`src/rtl/udsp_pkg.sv`:
```
// Shared types and default widths for the uDSP frame sequencer and its write-port mux.
package udsp_pkg;

    localparam int DAW_DEF        = 10;
    localparam int DWW_DEF        = 36;
    localparam int IAW_DEF        = 9;
    // Cycles from the last fetch until the final writeback lands; tracks the uDSP pipeline depth.
    localparam int UDSP_DRAIN_CYC = 3;

    typedef enum logic [1:0] {
        IDLE  = 2'd0,
        START = 2'd1,
        RUN   = 2'd2,
        DRAIN = 2'd3
    } seq_state_e;

endpackage

```
`src/rtl/udsp_wport_mux.sv`:
```
// Data-RAM write-port mux: host writes only while idle and no tick is pending,
// uDSP writeback otherwise. A uDSP write enable seen while idle is dropped.
module udsp_wport_mux
    import udsp_pkg::*;
#(
    parameter int DAW = DAW_DEF,
    parameter int DWW = DWW_DEF
) (
    input  seq_state_e       state_i,
    input  logic             sample_tick_i,
    input  logic             host_req_i,
    input  logic [DAW-1:0]   host_addr_i,
    input  logic [DWW-1:0]   host_data_i,
    input  logic [DAW-1:0]   u_addrW_i,
    input  logic [DWW-1:0]   u_dataW_i,
    input  logic             u_we_i,
    output logic             host_gnt_o,
    output logic [DAW-1:0]   mem_addrW_o,
    output logic [DWW-1:0]   mem_dataW_o,
    output logic             mem_we_o
);

    always_comb begin
        host_gnt_o  = 1'b0;
        mem_addrW_o = u_addrW_i;
        mem_dataW_o = u_dataW_i;
        mem_we_o    = 1'b0;
        if (state_i == IDLE) begin
            host_gnt_o  = host_req_i & ~sample_tick_i;
            mem_addrW_o = host_addr_i;
            mem_dataW_o = host_data_i;
            mem_we_o    = host_req_i & ~sample_tick_i;
        end else begin
            mem_we_o    = u_we_i;
        end
    end

endmodule

```
`src/rtl/udsp_frame_sequencer.sv`:
```
// Per-frame uDSP controller: start pulse, run/drain timing, overrun tracking, RAM write-port ownership.
// Define UDSP_SEQ_OVR_COUNT_EN to add the saturating ovr_count_o overrun counter.
module udsp_frame_sequencer
    import udsp_pkg::*;
#(
    parameter int DAW       = DAW_DEF,
    parameter int DWW       = DWW_DEF,
    parameter int IAW       = IAW_DEF,
    parameter int DRAIN_CYC = UDSP_DRAIN_CYC
) (
    input  logic             clk,
    input  logic             reset,
    input  logic             sample_tick_i,
    input  logic [IAW-1:0]   prog_len_i,
    output logic             udsp_start_o,
    output logic             busy_o,
    output logic             frame_done_o,
    output logic             overrun_o,
    input  logic             ovr_clr_i,
    input  logic             host_req_i,
    input  logic [DAW-1:0]   host_addr_i,
    input  logic [DWW-1:0]   host_data_i,
    output logic             host_gnt_o,
    input  logic [DAW-1:0]   u_addrW_i,
    input  logic [DWW-1:0]   u_dataW_i,
    input  logic             u_we_i,
    output logic [DAW-1:0]   mem_addrW_o,
    output logic [DWW-1:0]   mem_dataW_o,
`ifdef UDSP_SEQ_OVR_COUNT_EN
    output logic [15:0]      ovr_count_o,
`endif
    output logic             mem_we_o
);

    localparam int DCW = (DRAIN_CYC > 1) ? $clog2(DRAIN_CYC) : 1;

    seq_state_e     state_q, state_d;
    logic [IAW-1:0] cnt_q, cnt_d;
    logic [DCW-1:0] dcnt_q, dcnt_d;
    logic           start_q, busy_q, done_q, ovr_q;
    logic           ovr_set;

    always_comb begin
        state_d = state_q;
        cnt_d   = cnt_q;
        dcnt_d  = dcnt_q;
        case (state_q)
            IDLE: begin
                if (sample_tick_i) begin
                    state_d = START;
                    // Holds len-1 through START; a zero length runs as one instruction.
                    cnt_d   = (prog_len_i == '0) ? '0 : prog_len_i - 1'b1;
                end
            end
            START: state_d = RUN;
            RUN: begin
                if (cnt_q == '0) begin
                    state_d = DRAIN;
                    dcnt_d  = DCW'(DRAIN_CYC - 1);
                end else begin
                    cnt_d = cnt_q - 1'b1;
                end
            end
            DRAIN: begin
                if (dcnt_q == '0) begin
                    state_d = IDLE;
                end else begin
                    dcnt_d = dcnt_q - 1'b1;
                end
            end
            default: state_d = IDLE;
        endcase
    end

    assign ovr_set = sample_tick_i & (state_q != IDLE);

    always_ff @(posedge clk or posedge reset) begin
        if (reset) begin
            state_q <= IDLE;
            cnt_q   <= '0;
            dcnt_q  <= '0;
            start_q <= 1'b0;
            busy_q  <= 1'b0;
            done_q  <= 1'b0;
            ovr_q   <= 1'b0;
        end else begin
            state_q <= state_d;
            cnt_q   <= cnt_d;
            dcnt_q  <= dcnt_d;
            start_q <= (state_d == START);
            busy_q  <= (state_d != IDLE);
            done_q  <= (state_q == DRAIN) && (dcnt_q == '0);
            ovr_q   <= ovr_set | (ovr_q & ~ovr_clr_i);
        end
    end

`ifdef UDSP_SEQ_OVR_COUNT_EN
    logic [15:0] ovr_cnt_q, ovr_cnt_d;

    always_comb begin
        ovr_cnt_d = ovr_cnt_q;
        if (ovr_set) begin
            if (ovr_cnt_q != 16'hFFFF) ovr_cnt_d = ovr_cnt_q + 16'd1;
        end else if (ovr_clr_i) begin
            ovr_cnt_d = '0;
        end
    end

    always_ff @(posedge clk or posedge reset) begin
        if (reset) ovr_cnt_q <= '0;
        else       ovr_cnt_q <= ovr_cnt_d;
    end

    assign ovr_count_o = ovr_cnt_q;
`endif

    assign udsp_start_o = start_q;
    assign busy_o       = busy_q;
    assign frame_done_o = done_q;
    assign overrun_o    = ovr_q;

    udsp_wport_mux #(
        .DAW (DAW),
        .DWW (DWW)
    ) u_wport_mux (
        .state_i       (state_q),
        .sample_tick_i (sample_tick_i),
        .host_req_i    (host_req_i),
        .host_addr_i   (host_addr_i),
        .host_data_i   (host_data_i),
        .u_addrW_i     (u_addrW_i),
        .u_dataW_i     (u_dataW_i),
        .u_we_i        (u_we_i),
        .host_gnt_o    (host_gnt_o),
        .mem_addrW_o   (mem_addrW_o),
        .mem_dataW_o   (mem_dataW_o),
        .mem_we_o      (mem_we_o)
    );

endmodule

```
`config.mk`:
```
export PLATFORM = sky130hd
export DESIGN_NAME = udsp_frame_sequencer
export DESIGN_NICKNAME = d
export VERILOG_FILES = /design/src/rtl/udsp_pkg.sv /design/src/rtl/udsp_wport_mux.sv /design/src/rtl/udsp_frame_sequencer.sv
export SDC_FILE = /design/constraint.sdc
export NUM_CORES = 1
export LEC_CHECK = 0
export ABC_AREA = 1
export CORE_MARGIN = 10
export CORE_UTILIZATION = 31
export CTS_BUF_LIST = sky130_fd_sc_hd__clkbuf_16
export DETAILED_ROUTE_END_ITERATION = 16
export MAX_ROUTING_LAYER = met4
export PLACE_DENSITY = 0.8
export RECOVER_POWER = 25
export SETUP_SLACK_MARGIN = 0.2
export SYNTH_ARGS = -nofsm -noshare
export SYNTH_HDL_FRONTEND = slang
export SYNTH_SLANG_ARGS = --single-unit
```
`constraint.sdc`:
```
create_clock -name clk -period 1.9 [get_ports clk]
set_clock_uncertainty 0.15 [all_clocks]
set_input_delay 0.38 -clock clk [delete_from_list [all_inputs] [get_ports clk]]
set_output_delay 0.38 -clock clk [all_outputs]
set_load 0.05 [all_outputs]
```
# Yosys cells after proc, flatten, opt, wreduce, memory -nomap -nowiden

Cells that the tools add are included.
Widths: inputs -> output; s select.

Bits in registers: 17
Input port bits: 107
Output and inout port bits: 52
Word-level logic and storage cells: 50

Add/subtract/negate cells: 3
Eq/ne operators: 8
Mux-type cells: 15
Bitwise operators: 6
Reduce and logical (&&, ||, !) cells: 11

Operator list:

| operator            | count |
|---|---|
| $mux 36             | 1 |
| $mux 9              | 3 |
| $logic_not 9->1     | 2 |
| $pmux 9 s2          | 1 |
| $sub 9x1->9 const B | 2 |
| $mux 10             | 1 |
| $mux 2              | 5 |
| $ne 2x2->1 const B  | 4 |
| $pmux 2 s4          | 1 |
| $reduce_bool 2->1   | 4 |
| $reduce_and 3->1    | 2 |
| $eq 2x1->1 const B  | 2 |
| $eq 2x2->1 const B  | 2 |
| $logic_not 2->1     | 2 |
| $pmux 2 s2          | 1 |
| $and 1x1->1         | 3 |
| $mux 1              | 2 |
| $not 1->1           | 2 |
| $sub 2x1->2 const B | 1 |
| $logic_and 1x1->1   | 1 |
| $or 1x1->1          | 1 |

# Depth between registers and ports, before layout

Depth in word-level cells: 4
Mapped depth: 11
Gate-level depth less buffers: 11

# Hierarchy

Synthesis repeated with hierarchy kept, for this count alone.

Cells, all modules: 338
Area, all modules: 1801.7 µm²

Modules (own cells, without submodules):

| module               | instances | cells an instance | area an instance (µm²) |
|---|---|---|---|
| udsp_frame_sequencer | 1         | 180               | 1158.6 |
| udsp_wport_mux       | 1         | 158               | 643.1 |

# Least setup slack after synthesis

No wires, ideal clock.

Kind: register to output
Start point: register state_q[1]
End point: output mem_we_o
Data arrival time: 1.774 ns
Data required time: 1.370 ns
Slack: -0.404 ns
Cell stages (with the launch flop): 4
Cells stage by stage: dfrtp_1 -> nor2_2 -> nand2_2 -> o21ai_0

Cells in the longest elaborated chain, start to end: 2

Ends and longest elaborated chain:

| what                   | RTL line                   | text |
|---|---|---|
| from (decl)            | udsp_frame_sequencer.sv:37 | `seq_state_e state_q, state_d;` |
| from (signal assigned) | udsp_frame_sequencer.sv:87 | `state_q <= state_d;` |
| $logic_not 2->1        | udsp_wport_mux.sv:28       | `if (state_i == IDLE) begin` |
| $mux 1                 | udsp_wport_mux.sv:28       |  |
| to (decl)              | udsp_frame_sequencer.sv:32 | `output logic mem_we_o` |

Every way passes these cells.

# Final worst setup path

Start point: register state_q[0]
End point: output mem_dataW_o[7]

Cells in the longest elaborated chain, start to end: 2

Ends and longest elaborated chain:

| what            | RTL line                   | text |
|---|---|---|
| $logic_not 2->1 | udsp_wport_mux.sv:28       |  |
| $mux 36         | udsp_wport_mux.sv:28       |  |
| to (decl)       | udsp_frame_sequencer.sv:28 | `output logic [DWW-1:0] mem_dataW_o,` |

Every way passes these cells.

==> results.cfg <==
[timing]
period_share_pct = 108
finalHoldViolations = 0
fin_setup_tns_ps = -5370
setup_viol = 48
tightest_slew_ps = 985
final_critical_path_setup_slack_ps = -161
max_freq_mhz = 485
timing.final.max_slew_violations = 0
slew-limit-headroom_pct = 34.3
grt_setup_unrepaired = true
layout_min_cycle_time_ps = 2060

[logic_synthesis]
synth_sequential_area_ratio_pct = 23.9
synth_nets = 436
ys_dominant_reg_cell = dfrtp_1
synth_area_um2 = 1780
synth-warning-count = 0
yosys_register_bits = 17
netlist.area_leader.share_pct = 41.8
synth_edf_count = 0
yosys.area.top_type = nand2_1
post_synth_most_frequent_cells = 198 x nand2_1, 23 x inv_1, 21 x nor2_1
async_reset_ff_share_pct = 100
yosys.cell_count.top_type = nand2_1
synthCells = 326
largest_cells_by_area_after_synthesis = nand2_1 42%, dfrtp_1 24%, inv_1 4.9%
yosys.cell_types.count = 24
avg_cell_area_syn_um2 = 5.45

[hold_path]
timing.hold.worst.class = input port to flop
whs_path_depth = 4

[critical_path]
arrival_worst_endpoint_ps = 1530
cp.required_ps = 1370
slowest_stage = dfrtp_1
worst-path-stages = 6
r2r_slack_ps = 250
setup.worst_path.class = flop to primary output
max_stage_delay_ps = 410
cp_num_buf_inv = 3
timing.rr.end = dcnt_q[0]$_DFFE_PP0P_
setup.worst_path.start_class = flop
startpoint = state_q[0]$_DFF_PP0_
endpoint_kind = primary output
worst-r2r-cell-count = 11
worstPathCellList = nor2_4 -> buf_4 -> clkbuf_16 -> nand2_2 -> nand2_4 -> buf_8
critPathMaxFanout = 12
cp-endpoint = mem_dataW_o[7]
r2r-start = state_q[0]$_DFF_PP0_
critical-path-top-delay-family = buffers and inverters

[placed_design]
place.port_buffers = 158
detailed_place_hpwl_mm = 7.50
gpl.final_weighted_congestion = 0.884
dpl_worst_slack_ps = -63.0
placedInstanceArea_um2 = 3690
place_inst = 558

[global_route]
grt_antenna_before_repair = 0
overall_overflow_remaining_after_global_route = 0
global_route.usage.total_pct = 22.5
grt_max_degree = 25
first_global_vias = 2924
grt_first_pass_wirelength_mm = 15.8

[clock_network]
number_of_buffers_added_to_fix_hold_violations_after_cts = 0
htree_num_levels = 1
cts.root.buffer_cell = clkbuf_16
tritoncts_num_sinks = 17
clock_path_buffers = 2
clk_latency_ps = 250
clk_pin_slew_worst_paths_ps = 50
tritoncts.num_buffers = 3
clock_tree_from_tritoncts = built

[floorplanning]
die-area_um2 = 9160
initial_core_util_pct = 32.1
row_count = 27
core_region_um2 = 5540
fp.dieW_um = 95.7
chipHeight_um = 95.7
boundaryPins = 159

[cells_and_area]
post_layout_nonfiller_instances = 580
design_area_um2 = 4620
layout.nets = 617
areaGrowthSynthToFinish_pct = 160
drive_above_1_share_pct = 41.5
fillers = 315

[route]
first_iter_violations = 115
route.detailed.vias_per_inst = 5.14
antenna_violating_nets_post_route = 0
per_cell_routed_wire_length_um = 20.9
num_vias = 2980
postRouteWirelength_mm = 12.1
detail_route.drc_violations = 0
detail_route.first_pass.iterations = 4

[outcome]
violations_in_the_final_reports = negative setup slack
outcome = finished, violations left

[power_and_ir_drop]
power_density_nw_per_um2 = 1460
static-leakage-power_nw = 2.28
worst_vdd_rail_ir_drop_mv = 0.975

[run]
drv.max_cap_violation_count = 0
-- final cells by class --
| cell class | instances | area, um^2 | area share, % |
|---|---|---|---|
| timing repair buffer | 185 | 2140 | 46.4 |
| multi-input combinational | 269 | 1750 | 37.9 |
| sequential | 17 | 425 | 9.22 |
| inverter | 31 | 126 | 2.74 |
| tap | 72 | 90.1 | 1.95 |
| clock buffer | 3 | 75.1 | 1.63 |
| antenna | 2 | 5.00 | 0.108 |
| clock inverter | 1 | 3.75 | 0.0813 |
-- worst min-delay path by stage --
stage | startpoint | to | slack, ps
detailed placement | dcnt_q[0]$_DFFE_PP0P_ | dcnt_q[0]$_DFFE_PP0P_ | 320
global route | prog_len_i[0] | cnt_q[0]$_DFFE_PP0P_ | 370
finish | prog_len_i[0] | cnt_q[0]$_DFFE_PP0P_ | 330
global placement | dcnt_q[0]$_DFFE_PP0P_ | dcnt_q[0]$_DFFE_PP0P_ | 320
floorplan | reset | busy_o$_DFF_PP0_ | 160
CTS | reset | dcnt_q[1]$_DFFE_PP0P_ | 310
-- registers in the layout, indices dropped and copies added, names as in the netlist --
| register | count |
|---|---|
| busy_o | 1 |
| cnt_q | 9 |
| dcnt_q | 2 |
| frame_done_o | 1 |
| overrun_o | 1 |
| state_q | 2 |
| udsp_start_o | 1 |
-- metrics by stage --
step	power, W	hold slack, ps	util (%)
after floorplan	0.00364	156	-
after global placement	0.00480	316	66.7
after detailed placement	0.00489	319	66.7
after CTS	0.00622	309	78.6
after global routing	0.00708	370	83.2
final	0.00676	333	83.3
-- worst min-delay path, delay by kind of cell --
family	cells	cell delay, ps
compound gates	1	100
buf+inv	1	110
simple gates	2	100
-- layout by cell type (no fill, tap or decap), types with 3 or more instances in the layout --
cell type	synthesis	layout
buf_16	0	3
nand2_1	198	102
nand3_1	11	11
inv_1	23	21
buf_12	0	6
dlymetal6s2s_1	0	5
o21ai_0	12	9
dfrtp_1	17	17
buf_4	5	19
clkdlybuf4s50_1	0	100
inv_2	6	8
clkbuf_16	0	4
nor2_2	3	5
xnor2_1	3	3
buf_8	0	38
nor2_1	21	16
nor2_4	0	3
nand2_2	4	42
nand2_4	2	61
buf_6	3	11
o21ai_2	0	3
-- routing by layer --
metal  GRT usage [%]  vias up  wire length (um)
met2            42.9      159              6520
li1                -     1355                 -
met1            21.5     1414              3880
met4            8.11        0               752
met5               -        -                 0
met3            5.14       52               945
-- power breakdown --
part	switching, W	internal (W)
Combinational	0.00343	0.00225
Clock	0.000134	0.000279
Sequential	0.000137	0.000526
-- what timing repair did --
| item | 4_1_cts | 5_1_grt |
|---|---|---|
| pin swaps | 9 | 19 |
| buffers inserted | 5 | 6 |
| gates cloned | 3 | 2 |
| endpoints found under the setup margin | 49 | 60 |
| resized for setup | 138 | 55 |
-- logic make-up after synthesis --
family | count (synthesis) | synth area share [%]
simple gates | 244 | 55.6
buf+inv | 41 | 11.4
flops | 17 | 23.9
xor+xnor | 3 | 1.48
compound gates | 18 | 5.42
fa+ha+maj | 3 | 2.11
No activity file was read; power rests on OpenSTA's default activity.
==> RTL edit 1 (config.mk and constraints unchanged) <==
The package constant `DAW_DEF` goes from 10 to 11.
--- a/src/rtl/udsp_pkg.sv
+++ b/src/rtl/udsp_pkg.sv
@@ -2,5 +2,5 @@
 package udsp_pkg;
 
-    localparam int DAW_DEF        = 10;
+    localparam int DAW_DEF        = 11;
     localparam int DWW_DEF        = 36;
     localparam int IAW_DEF        = 9;
Interface: changed (resized host_addr_i, mem_addrW_o and u_addrW_i); port bits go from 159 to 162. The function was not compared with the original's and may differ.
==> RTL edit 1 against the original RTL <==
The flow still finishes with violations (setup timing). Via count shrank 3.1%. Area after synthesis shrank 3.2%. Register-to-register slack lost 0.21 ns. Wire length shrank 14%. Hold slack gained 0.012 ns. Power shrank 40%. Sequential cell count is the same. Design area shrank 7.1%. Setup slack gained 0.050 ns. Sequential power shrank 5.3%. Critical endpoint is now mem_we_o. Highest routed layer unchanged.
==> RTL edit 1: results <==
export IMPL_avgViaCountPerCell=4.94
export IMPL_hpwl_um=7460
export IMPL_finalPower_mw=4.07
export IMPL_synth_xor_area_frac=0.0153
export IMPL_synthAdderAreaFrac=0.0218
export IMPL_nets=626
export IMPL_io_buffers=161
export IMPL_ir_drop_uv=520
export IMPL_synth_compound_area_frac=0.0575
export IMPL_tns_ns=-2.57
export IMPL_p_int_mw=2.01
export IMPL_fin_ws_ns=-0.111
export IMPL_synthTopCellsByCount="nand2_1, nor2_1, inv_1"
export IMPL_pg_comb_mw=3.02
export IMPL_setup_viol=49
export IMPL_cts_resized=106
export IMPL_drt_wl_total_um=10400
export IMPL_arrival_ns=1.48
export IMPL_grt_total_usage=0.223
export IMPL_nFillCells=365
export IMPL_synthTopCellsByArea="nand2_1, dfrtp_1, nor2_1, inv_1, o21ai_0"
export IMPL_grt_pass1_vias=3020
export IMPL_synthCells=330
export IMPL_worstHoldPathType="reg -> reg"
export IMPL_placed_area_um2=3630
export IMPL_dp_slack_ns=-0.128
export IMPL_drtIter0Drc=150
export IMPL_dp_cells=568
export IMPL_ys_seq_area_frac=0.247
export IMPL_cts_setup_buffers=8
export IMPL_status="finished with violations"
export IMPL_diodes=0
export IMPL_gp_congestion=0.941
export IMPL_violations="setup timing"
export IMPL_yosys_cell_types_count=21
-- RTL edit 1: worst paths after layout --
path                                  from   endpoint  slack, ns  cells after the start
worst max-delay path            state_q[0]   mem_we_o      -0.11                      6
worst min-delay path             dcnt_q[0]  dcnt_q[0]       0.34                      2
worst max register to register  state_q[1]   cnt_q[7]       0.04                     11
worst min register to register   dcnt_q[0]  dcnt_q[0]       0.34                      2
max in group asynchronous            reset  dcnt_q[0]       0.28                      3
min in group asynchronous            reset   cnt_q[4]       0.72                      3
-- RTL edit 1: layer usage --
metal  global-route usage  routed length (µm)
met3               0.0674                 840
met1                0.220                3570
met5                    -                   0
met2                0.418                5780
met4               0.0536                 206
-- RTL edit 1: layout make-up --
cell class              instances  area (µm²)  area share
clock buffers                   3        75.1      0.0175
multi-input cells             274        1510       0.352
clock inverters                 1        3.75    0.000876
inverters                      29         114      0.0266
well taps                      72        90.1      0.0210
repair buffers                189        2070       0.483
flip-flops and latches         17         425      0.0992
==> RTL edit 2 (same settings) <==
Without the edit above. Re-encode `seq_state_e` (4 states) as one-hot, 4 bits wide.
--- a/src/rtl/udsp_pkg.sv
+++ b/src/rtl/udsp_pkg.sv
@@ -8,9 +8,9 @@
     localparam int UDSP_DRAIN_CYC = 3;
 
-    typedef enum logic [1:0] {
-        IDLE  = 2'd0,
-        START = 2'd1,
-        RUN   = 2'd2,
-        DRAIN = 2'd3
+    typedef enum logic [3:0] {
+        IDLE  = 4'b0001,
+        START = 4'b0010,
+        RUN   = 4'b0100,
+        DRAIN = 4'b1000
     } seq_state_e;
 
Function: no difference found for any inputs over 10 cycles, from zero or initial values and one cycle with reset high; not proved beyond that.
==> RTL edit 2 against the original RTL <==
Sequential cell count up 2. The run still ends with setup timing left. Largest cell class unchanged. Design area grew 3.1%. Maximum frequency is 8.4% lower. Die area increased by 3.8%. Wire length rose by 7.5%. Core utilization fell by 2.4 points. Cell count grew 4.0%. Setup slack got worse by 0.19 ns. Area after synthesis rose by 4.8%. Critical path depth rose by 2.
Power is not shown: default switching activity piles up to over one toggle a cycle in this logic, so the estimate is an artifact.
==> RTL edit 2: results <==
export IMPL_status="finished with violations"
export IMPL_violations="setup timing"
export IMPL_crit_end="mem_addrW_o[1]"
export IMPL_worstHoldPathType="reg -> reg"
export IMPL_multi_input_area_um2=1870
export IMPL_synth_compound_area_frac=0.0517
export IMPL_yosys_cell_types_count=26
export IMPL_max_slew_margin=0.287
export IMPL_worstHoldStart="dcnt_q[0]"
export IMPL_fin_ws_ns=-0.351
export IMPL_whs_ns=0.348
export IMPL_placed_area_um2=3940
export IMPL_drt_wl_total_um=13000
export IMPL_nets=637
export IMPL_nNonClkBuffers=196
export IMPL_max_stage_delay_ns=0.55
export IMPL_arrival_ns=1.72
export IMPL_inv_count=34
export IMPL_synth_seq_cells=19
export IMPL_reg2reg_slack_ns=0.19
export IMPL_setup_viol=48
export IMPL_synthTopCellsByCount="nand2_1, inv_1, nor2_1"
export IMPL_antenna_found_initial=2
export IMPL_reg_top3="cnt_q x9, state_q x4, dcnt_q x2"
export IMPL_critPathMaxFanout=14
export IMPL_grt_start_max_net_pins=29
export IMPL_reg2reg_to="cnt_q[3]"
export IMPL_register_area_um2=478
export IMPL_drive_gt1_frac=0.420
export IMPL_final_clk_cell_share=0.0174
export IMPL_drtIter0Drc=190
export IMPL_worstHoldPathCells=2
export IMPL_nFillCells=304
export IMPL_synthCells=338
export IMPL_min_to="dcnt_q[0]"
export IMPL_dp_cells=585
export IMPL_r2r_cells=8
export IMPL_grt_total_usage=0.212
export IMPL_synthTopCellsByArea="nand2_1, dfrtp_1, inv_1, nand3_1, nor2_1"
export IMPL_grt_pass1_vias=2760
export IMPL_wl_per_cell_um=21.6
export IMPL_cp_slowest_cell="dfstp_2"
export IMPL_reg2reg_from="state_q[0]"
==> RTL edit 2: changes by cell type after synthesis, moves of 3 or more <==
cell     change
nand2_1      -3
nand3_1      +7
inv_1        +7
inv_2        -3
buf_2        +5
==> RTL edit 2: through the flow <==
step	TNS, ns	worst slack (ns)
2_1_floorplan	0	0.00271
3_3_place_gp	-2.48	-0.0735
3_5_place_dp	-3.45	-0.126
4_1_cts	-12.69	-0.307
5_1_grt	-17.30	-0.417
6_report	-14.57	-0.351
==> RTL edit 2: metal layers <==
metal / GRT usage / wire length [µm]
met4: 0.0403 / 520
met2: 0.384 / 6880
met5: - / 0
met1: 0.232 / 4640
met3: 0.0469 / 969
==> RTL edit 2: repair_timing <==
item                                    CTS  global route
gates cloned                              0             4
buffers inserted                          2             6
gates resized for setup                 109            70
endpoints found under the setup margin   59            61
pin swaps                                 2             6
